## src/rtl/sram_like_arbiter.sv

```systemverilog
// Two-channel SRAM-like arbiter: data has fixed priority, a stalled grant is locked until it is accepted,
// and an in-order owner FIFO routes each data_ok/rdata back to the channel that issued the request.
module sram_like_arbiter #(
  parameter int DEPTH = 2
) (
  input  logic        clk,
  input  logic        reset,

  input  logic        inst_req,
  input  logic        inst_wr,
  input  logic [1:0]  inst_size,
  input  logic [31:0] inst_addr,
  input  logic [3:0]  inst_wstrb,
  input  logic [31:0] inst_wdata,
  output logic        inst_addr_ok,
  output logic        inst_data_ok,
  output logic [31:0] inst_rdata,

  input  logic        data_req,
  input  logic        data_wr,
  input  logic [1:0]  data_size,
  input  logic [31:0] data_addr,
  input  logic [3:0]  data_wstrb,
  input  logic [31:0] data_wdata,
  output logic        data_addr_ok,
  output logic        data_data_ok,
  output logic [31:0] data_rdata,

  output logic        req,
  output logic        wr,
  output logic [1:0]  size,
  output logic [31:0] addr,
  output logic [3:0]  wstrb,
  output logic [31:0] wdata,
  input  logic        addr_ok,
  input  logic        data_ok,
  input  logic [31:0] rdata
);

  localparam int PTR_W = (DEPTH > 1) ? $clog2(DEPTH) : 1;
  localparam int CNT_W = $clog2(DEPTH) + 1;
  localparam logic [CNT_W-1:0] DEPTH_C = CNT_W'(DEPTH);

  logic             lock_q, lock_d;
  logic             lock_owner_q, lock_owner_d;
  logic [CNT_W-1:0] count_q, count_d;
  logic [PTR_W-1:0] wptr_q, wptr_d;
  logic [PTR_W-1:0] rptr_q, rptr_d;
  logic [DEPTH-1:0] fifo_q, fifo_d;

  logic grant_vld;
  logic grant_sel;   // 0 = IF, 1 = DATA
  logic push;
  logic pop;
  logic head;

  // A locked grant stays with its owner even if the other channel has priority.
  always_comb begin
    grant_vld = 1'b0;
    grant_sel = 1'b0;
    if (lock_q) begin
      grant_sel = lock_owner_q;
      grant_vld = lock_owner_q ? data_req : inst_req;
    end else if (data_req) begin
      grant_sel = 1'b1;
      grant_vld = 1'b1;
    end else if (inst_req) begin
      grant_sel = 1'b0;
      grant_vld = 1'b1;
    end
  end

  assign req = !reset && grant_vld && (count_q < DEPTH_C);

  always_comb begin
    wr    = 1'b0;
    size  = 2'd0;
    addr  = 32'd0;
    wstrb = 4'd0;
    wdata = 32'd0;
    if (req) begin
      if (grant_sel) begin
        wr    = data_wr;
        size  = data_size;
        addr  = data_addr;
        wstrb = data_wstrb;
        wdata = data_wdata;
      end else begin
        wr    = inst_wr;
        size  = inst_size;
        addr  = inst_addr;
        wstrb = inst_wstrb;
        wdata = inst_wdata;
      end
    end
  end

  assign push         = req && addr_ok;
  assign inst_addr_ok = push && !grant_sel;
  assign data_addr_ok = push && grant_sel;

  // A data_ok with nothing outstanding is dropped rather than popped.
  assign head         = fifo_q[rptr_q];
  assign pop          = !reset && data_ok && (count_q != '0);
  assign inst_data_ok = pop && !head;
  assign data_data_ok = pop && head;
  assign inst_rdata   = rdata;
  assign data_rdata   = rdata;

  always_comb begin
    lock_d       = lock_q;
    lock_owner_d = lock_owner_q;
    count_d      = count_q;
    wptr_d       = wptr_q;
    rptr_d       = rptr_q;
    fifo_d       = fifo_q;
    if (reset) begin
      lock_d       = 1'b0;
      lock_owner_d = 1'b0;
      count_d      = '0;
      wptr_d       = '0;
      rptr_d       = '0;
    end else begin
      if (req && !addr_ok) begin
        lock_d       = 1'b1;
        lock_owner_d = grant_sel;
      end else if (push) begin
        lock_d = 1'b0;
      end
      if (push) begin
        fifo_d[wptr_q] = grant_sel;
        wptr_d         = wptr_q + PTR_W'(1);
      end
      if (pop) begin
        rptr_d = rptr_q + PTR_W'(1);
      end
      if (push && !pop) begin
        count_d = count_q + CNT_W'(1);
      end else if (pop && !push) begin
        count_d = count_q - CNT_W'(1);
      end
    end
  end

  always_ff @(posedge clk) begin
    lock_q       <= lock_d;
    lock_owner_q <= lock_owner_d;
    count_q      <= count_d;
    wptr_q       <= wptr_d;
    rptr_q       <= rptr_d;
    fifo_q       <= fifo_d;
  end

endmodule

```

## config.mk

```make
export PLATFORM = sky130hd
export DESIGN_NAME = sram_like_arbiter
export DESIGN_NICKNAME = d
export VERILOG_FILES = /design/src/rtl/sram_like_arbiter.sv
export SDC_FILE = /design/constraint.sdc
export NUM_CORES = 1
export LEC_CHECK = 0
export CAP_MARGIN = 5
export CORE_AREA = 2 2 125 127
export DETAILED_ROUTE_END_ITERATION = 8
export DIE_AREA = 0 0 127 129
export PLACE_DENSITY = 0.62
export SLEW_MARGIN = 20
export SYNTH_ARGS = -nofsm -noshare
export SYNTH_HDL_FRONTEND = slang
export SYNTH_SLANG_ARGS = --single-unit
```

## constraint.sdc

```tcl
create_clock -name clk -period 2.25 [get_ports clk]
set_input_delay 0.3375 -clock clk [delete_from_list [all_inputs] [get_ports clk]]
set_output_delay 0.3375 -clock clk [all_outputs]
set_load 0.01 [all_outputs]
```

# Word-level counts from Yosys, hierarchy flattened
# Cells that the tools add are included.
[op_classes]
magnitude_cmp = 4
n_addsub = 4
bitwise_logic = 1
muxes = 25
n_reduce_logical = 23
[op_table]
columns = ["cell", "count"]
rows = [
  ["32-bit two-way mux", 4],
  ["1-bit logical AND", 13],
  ["1-bit two-way mux", 13],
  ["2-bit two-way mux", 4],
  ["4-bit two-way mux", 2],
  ["1-bit zero test", 6],
  ["2-bit nonzero test", 3],
  ["1-bit by 2-bit < comparator with 1-bit output (second input constant)", 2],
  ["1-bit adder (second input constant)", 2],
  ["2-bit by 1-bit adder with 2-bit output (second input constant)", 1],
  ["2-bit bitwise mux", 1],
  ["2-bit < comparator (second input constant)", 1],
  ["2-bit AND reduction", 1],
  ["2-bit by 1-bit subtractor with 2-bit output (second input constant)", 1],
  ["1-bit demux with 1-bit select", 1],
  ["1-bit greater-or-equal comparator (second input constant)", 1],
  ["1-bit inverter", 1],
]
[totals]
wordCells = 63
output_inout_bits = 140
inputBits = 180
register_bits = 8

# Longest topological paths before layout
[logic_depth]
depth_word = 10
mapped_depth = 7
mapped_depth_nobuf = 6

# Worst setup path before layout
# No wires, ideal clock.
[synth_path]
kind = "input port to flip-flop"
start = "input reset"
end = "register count_q[1]"
arrival_time_ns = 2.003
path_slack_ns = 0.177
path_buffers = 1
required_time_ns = 2.180
cell_stages = 6
setup_ns = 0.070
path_cell_list = "buf_6 -> or3b_1 -> a211oi_1 -> ha_1 -> or3_1 -> a21oi_1"
[synth_between]
elab_chain_cells = 7
elab_cells_between_ends = 12
classes_between = "mux (1); reduce/logical (11)"
[synth_rtl]
columns = ["element", "line_no", "rtl"]
rows = [
  ["from (decl)", "7", "input logic reset,"],
  ["1-bit zero test (*)", "73", "assign req = !reset && grant_vld && (count_q < DEPTH_C);"],
  ["1-bit logical AND (*) (2 in a row)", "73", ""],
  ["1-bit logical AND (*)", "98", "assign push = req && addr_ok;"],
  ["net push", "53", "logic push;"],
  ["1-bit zero test", "139", "end else if (pop && !push) begin"],
  ["1-bit logical AND", "139", ""],
  ["2-bit nonzero test (no line)", "--", ""],
  ["to (signal assigned)", "148", "count_q <= count_d;"],
  ["to (decl)", "46", "logic [CNT_W-1:0] count_q, count_d;"],
]
# Mark *: on every way through the listed nets, which the timed path passes. The rest lies on a longest branch.
# A chain may end at the register's enable or synchronous reset.

# Final worst setup path
[layout_path]
start = "register lock_q"
end = "output addr[22]"
[layout_between]
elab_chain_cells = 4
elab_cells_between_ends = 6
classes_between = "mux (4); reduce/logical (2)"
[layout_rtl]
columns = ["element", "line_no", "rtl"]
rows = [
  ["from (decl)", "44", "logic lock_q, lock_d;"],
  ["from (signal assigned)", "146", "lock_q <= lock_d;"],
  ["1-bit two-way mux", "61", "if (lock_q) begin"],
  ["1-bit logical AND (2 in a row)", "73", ""],
  ["32-bit two-way mux (*)", "81", "if (req) begin"],
  ["to (decl)", "32", "output logic [31:0] addr,"],
]
# Every way passes the cells marked *; elsewhere a longest branch is shown, timed or not.

==> reports/metrics.yaml <==
status: "completed"
place_ws_ns: -0.666
crit_required_ns: 1.91
syn_inst: 347
hold_ws_ns: 0.497
drc: 0
syn_avg_cell_area_sq_um: 6.03
numClockSinks: 8
holdBufCountCts: 0
start_util_pct: 14.0
cap_violations: 0
nets: 694
grt_overflow_total: 0
layout_setup_ws_ns: 0.0760
critPathKind: "flop to primary output"
grt_pass1_wl_microns: 14500
rsz0062_at_grt: "no"
portBuffers: 223
drv_slew: 0
vias: 2776
hold_path_end: "wptr_q"
cts_buffers: 3
wirelength_microns: 9660
place_congestion: 0.724
layout-drive-gt1-share_pct: 30.5
ios: 320
dieHeight_microns: 129
first_global_vias: 2838
yosys.area.top_type: "nand2_1"
post-dp-hpwl_microns: 7200
antenna_found_initial: 0
r2r_cells: 7
totalPowerFinal_uw: 1580
clockBufferDepth: 2
cp-end-kind: "primary output"
fin_util_pct: 27.2
rr_startpoint: "count_q[1]"
cts_tree: "built"
synthDominantCellAreaShare_pct: 25.5
die-area_sq_mm: 0.0164
period_share_pct: 96.6
power_density_mw_per_mm2: 388
hold_class: "flop to flop"
vdd.ir_drop.worst_mv: 0.242
grt_max_degree: 41
layout_common_cells: "clkdlybuf4s50_1 (145), nand2_1 (142), buf_2 (72), a21oi_2 (41), a21oi_1 (29)"
drtAntennaViolNets: 0
min_from: "wptr_q"
n_antenna_cell: 0
wire_per_inst_microns: 13.8
cp_data_arrival_time_ns: 1.84
ys_seq_area_share_pct: 8.62
cts.htree.levels: 1
finalSetupViolations: 0
r2r_setup_slack_ns: 0.43
slew_headroom_pct: 76.8
dieWidth_microns: 127
syn_area_sq_mm: 0.00209
worstSkewPairLatency_ns: 0.23
grt_usage_pct: 11.0
core_sq_mm: 0.0150
synthToLayoutAreaGrowth_pct: 95.1
drt_pass1_iterations: 4
timing.rr.end: "count_q[1]"
ys_seq_elements: 8
drt_iter0_drc: 92
cp_max_fo: 31
yosys-top-cells-area: "nand2_1 (25%), buf_4 (23%), a21oi_2 (16%), a21oi_1 (7.9%), dfxtp_1 (5.7%)"
hold_viol: 0
ys_warn_count: 0
skew_ns: 0.00299
leakage_uw: 0.00179
hold-path-cell-count: 1
tightest_slew_ns: 0.344
synthesis.nets: 528
n_fill_cell: 1691
mostFrequentLayoutCell: "clkdlybuf4s50_1"
cts-root-buf: "clkbuf_16"
yosysUniqueCellTypes: 29
clkTransAtPathRegs_ns: 0.04
fmax_ghz: 0.460
tns_ns: 0
startpoint_type: "flop"
vias_per_cell: 3.97
row_count: 45
period_needed_ns: 2.17
per-stage QoR:
| stage | instances | instance area, sq um |
|---|---|---|
| 4_1_cts | 699 | 4060 |
| 2_1_floorplan | 347 | 2090 |
| 3_5_place_dp | 689 | 4170 |
| 5_1_grt | 700 | 4080 |
| 6_report | 700 | 4080 |
| 3_3_place_gp | 689 | 4170 |
Yosys cell counts:
master and count:
nand2b_1 1, a211oi_1 1, or3_1 2, a21oi_1 33, dfxtp_1 6, nor2_1 5
buf_4 64, edfxtp_1 2, nor3_1 3, a21bo_1 1, mux2i_1 3, ha_1 1
a211oi_2 1, nand2_1 142, buf_6 5, a2111o_1 1, or3b_1 1, a21oi_2 39
xor2_1 3, o21ai_0 2, nor3b_1 1, buf_2 9, and2_1 1, nor2b_1 1
nor4_1 1, or2_2 1, inv_1 6, a2111oi_2 1, clkbuf_1 10
flip-flops by register name, indices dropped and copies added (netlist names):
register and count:
lock_owner_q 1, wptr_q 1, rptr_q 1, count_q 2, fifo_q 2, lock_q 1
power by group:
part / switching (uW) / internal (uW) / total [uW]
Sequential: 17.8 / 169 / 186
Clock: 66.6 / 236 / 302
Combinational: 515 / 578 / 1090
metal layers:
layer,GRT usage (%),wire [microns]
met1,12.5,3640
met2,20.3,4780
met3,3.41,1060
met4,2.59,167
met5,0,0
timing repair:
item,4_1_cts,5_1_grt
resized for setup,308,6
setup endpoints to repair,76,22
buffers inserted,2,1
endpoints found under the hold margin,0,0
cloned,4,0
pin swaps,1,0
layout make-up:
type,count,area [sq um],share of cell area (%)
clock buffer,4,78.8,1.93
multi-input combinational,245,1330,32.5
timing repair buffer,249,2230,54.8
sequential,8,181,4.45
tap,188,235,5.77
inverter,6,22.5,0.552
critical path, cell delays in order (launching register included):
cell	delay, ns
dfxtp_2	0.32
a21bo_1	0.20
a2111o_2	0.46
buf_4	0.17
buf_12	0.16
a21oi_1	0.13
buf_2	0.14
logic make-up (layout without fill, tap and decap cells):
logic type	count (synthesis)	in the layout	synth area share (%)
multiplexers	3	3	1.44
XOR/XNOR	3	3	1.26
adder cells (fa/ha/maj)	1	1	0.598
buffers and inverters	94	259	30.7
AO/OA/AOI/OAI	79	79	27.4
flip-flops	8	8	8.62
AND/OR/NAND/NOR	159	159	30.0
worst max path at each step:
stage | startpoint | to | slack [ns] | cells after the start
floorplan | reset | count_q[1] | 0.18 | 6
global placement | inst_req | wdata[29] | -0.65 | 6
detailed placement | inst_req | data_addr_ok | -0.67 | 6
CTS | inst_req | wdata[13] | 0.02 | 7
global route | lock_q | addr[20] | 0.001 | 6
finish | lock_q | addr[22] | 0.08 | 6
(Power assumes the default switching activity.)
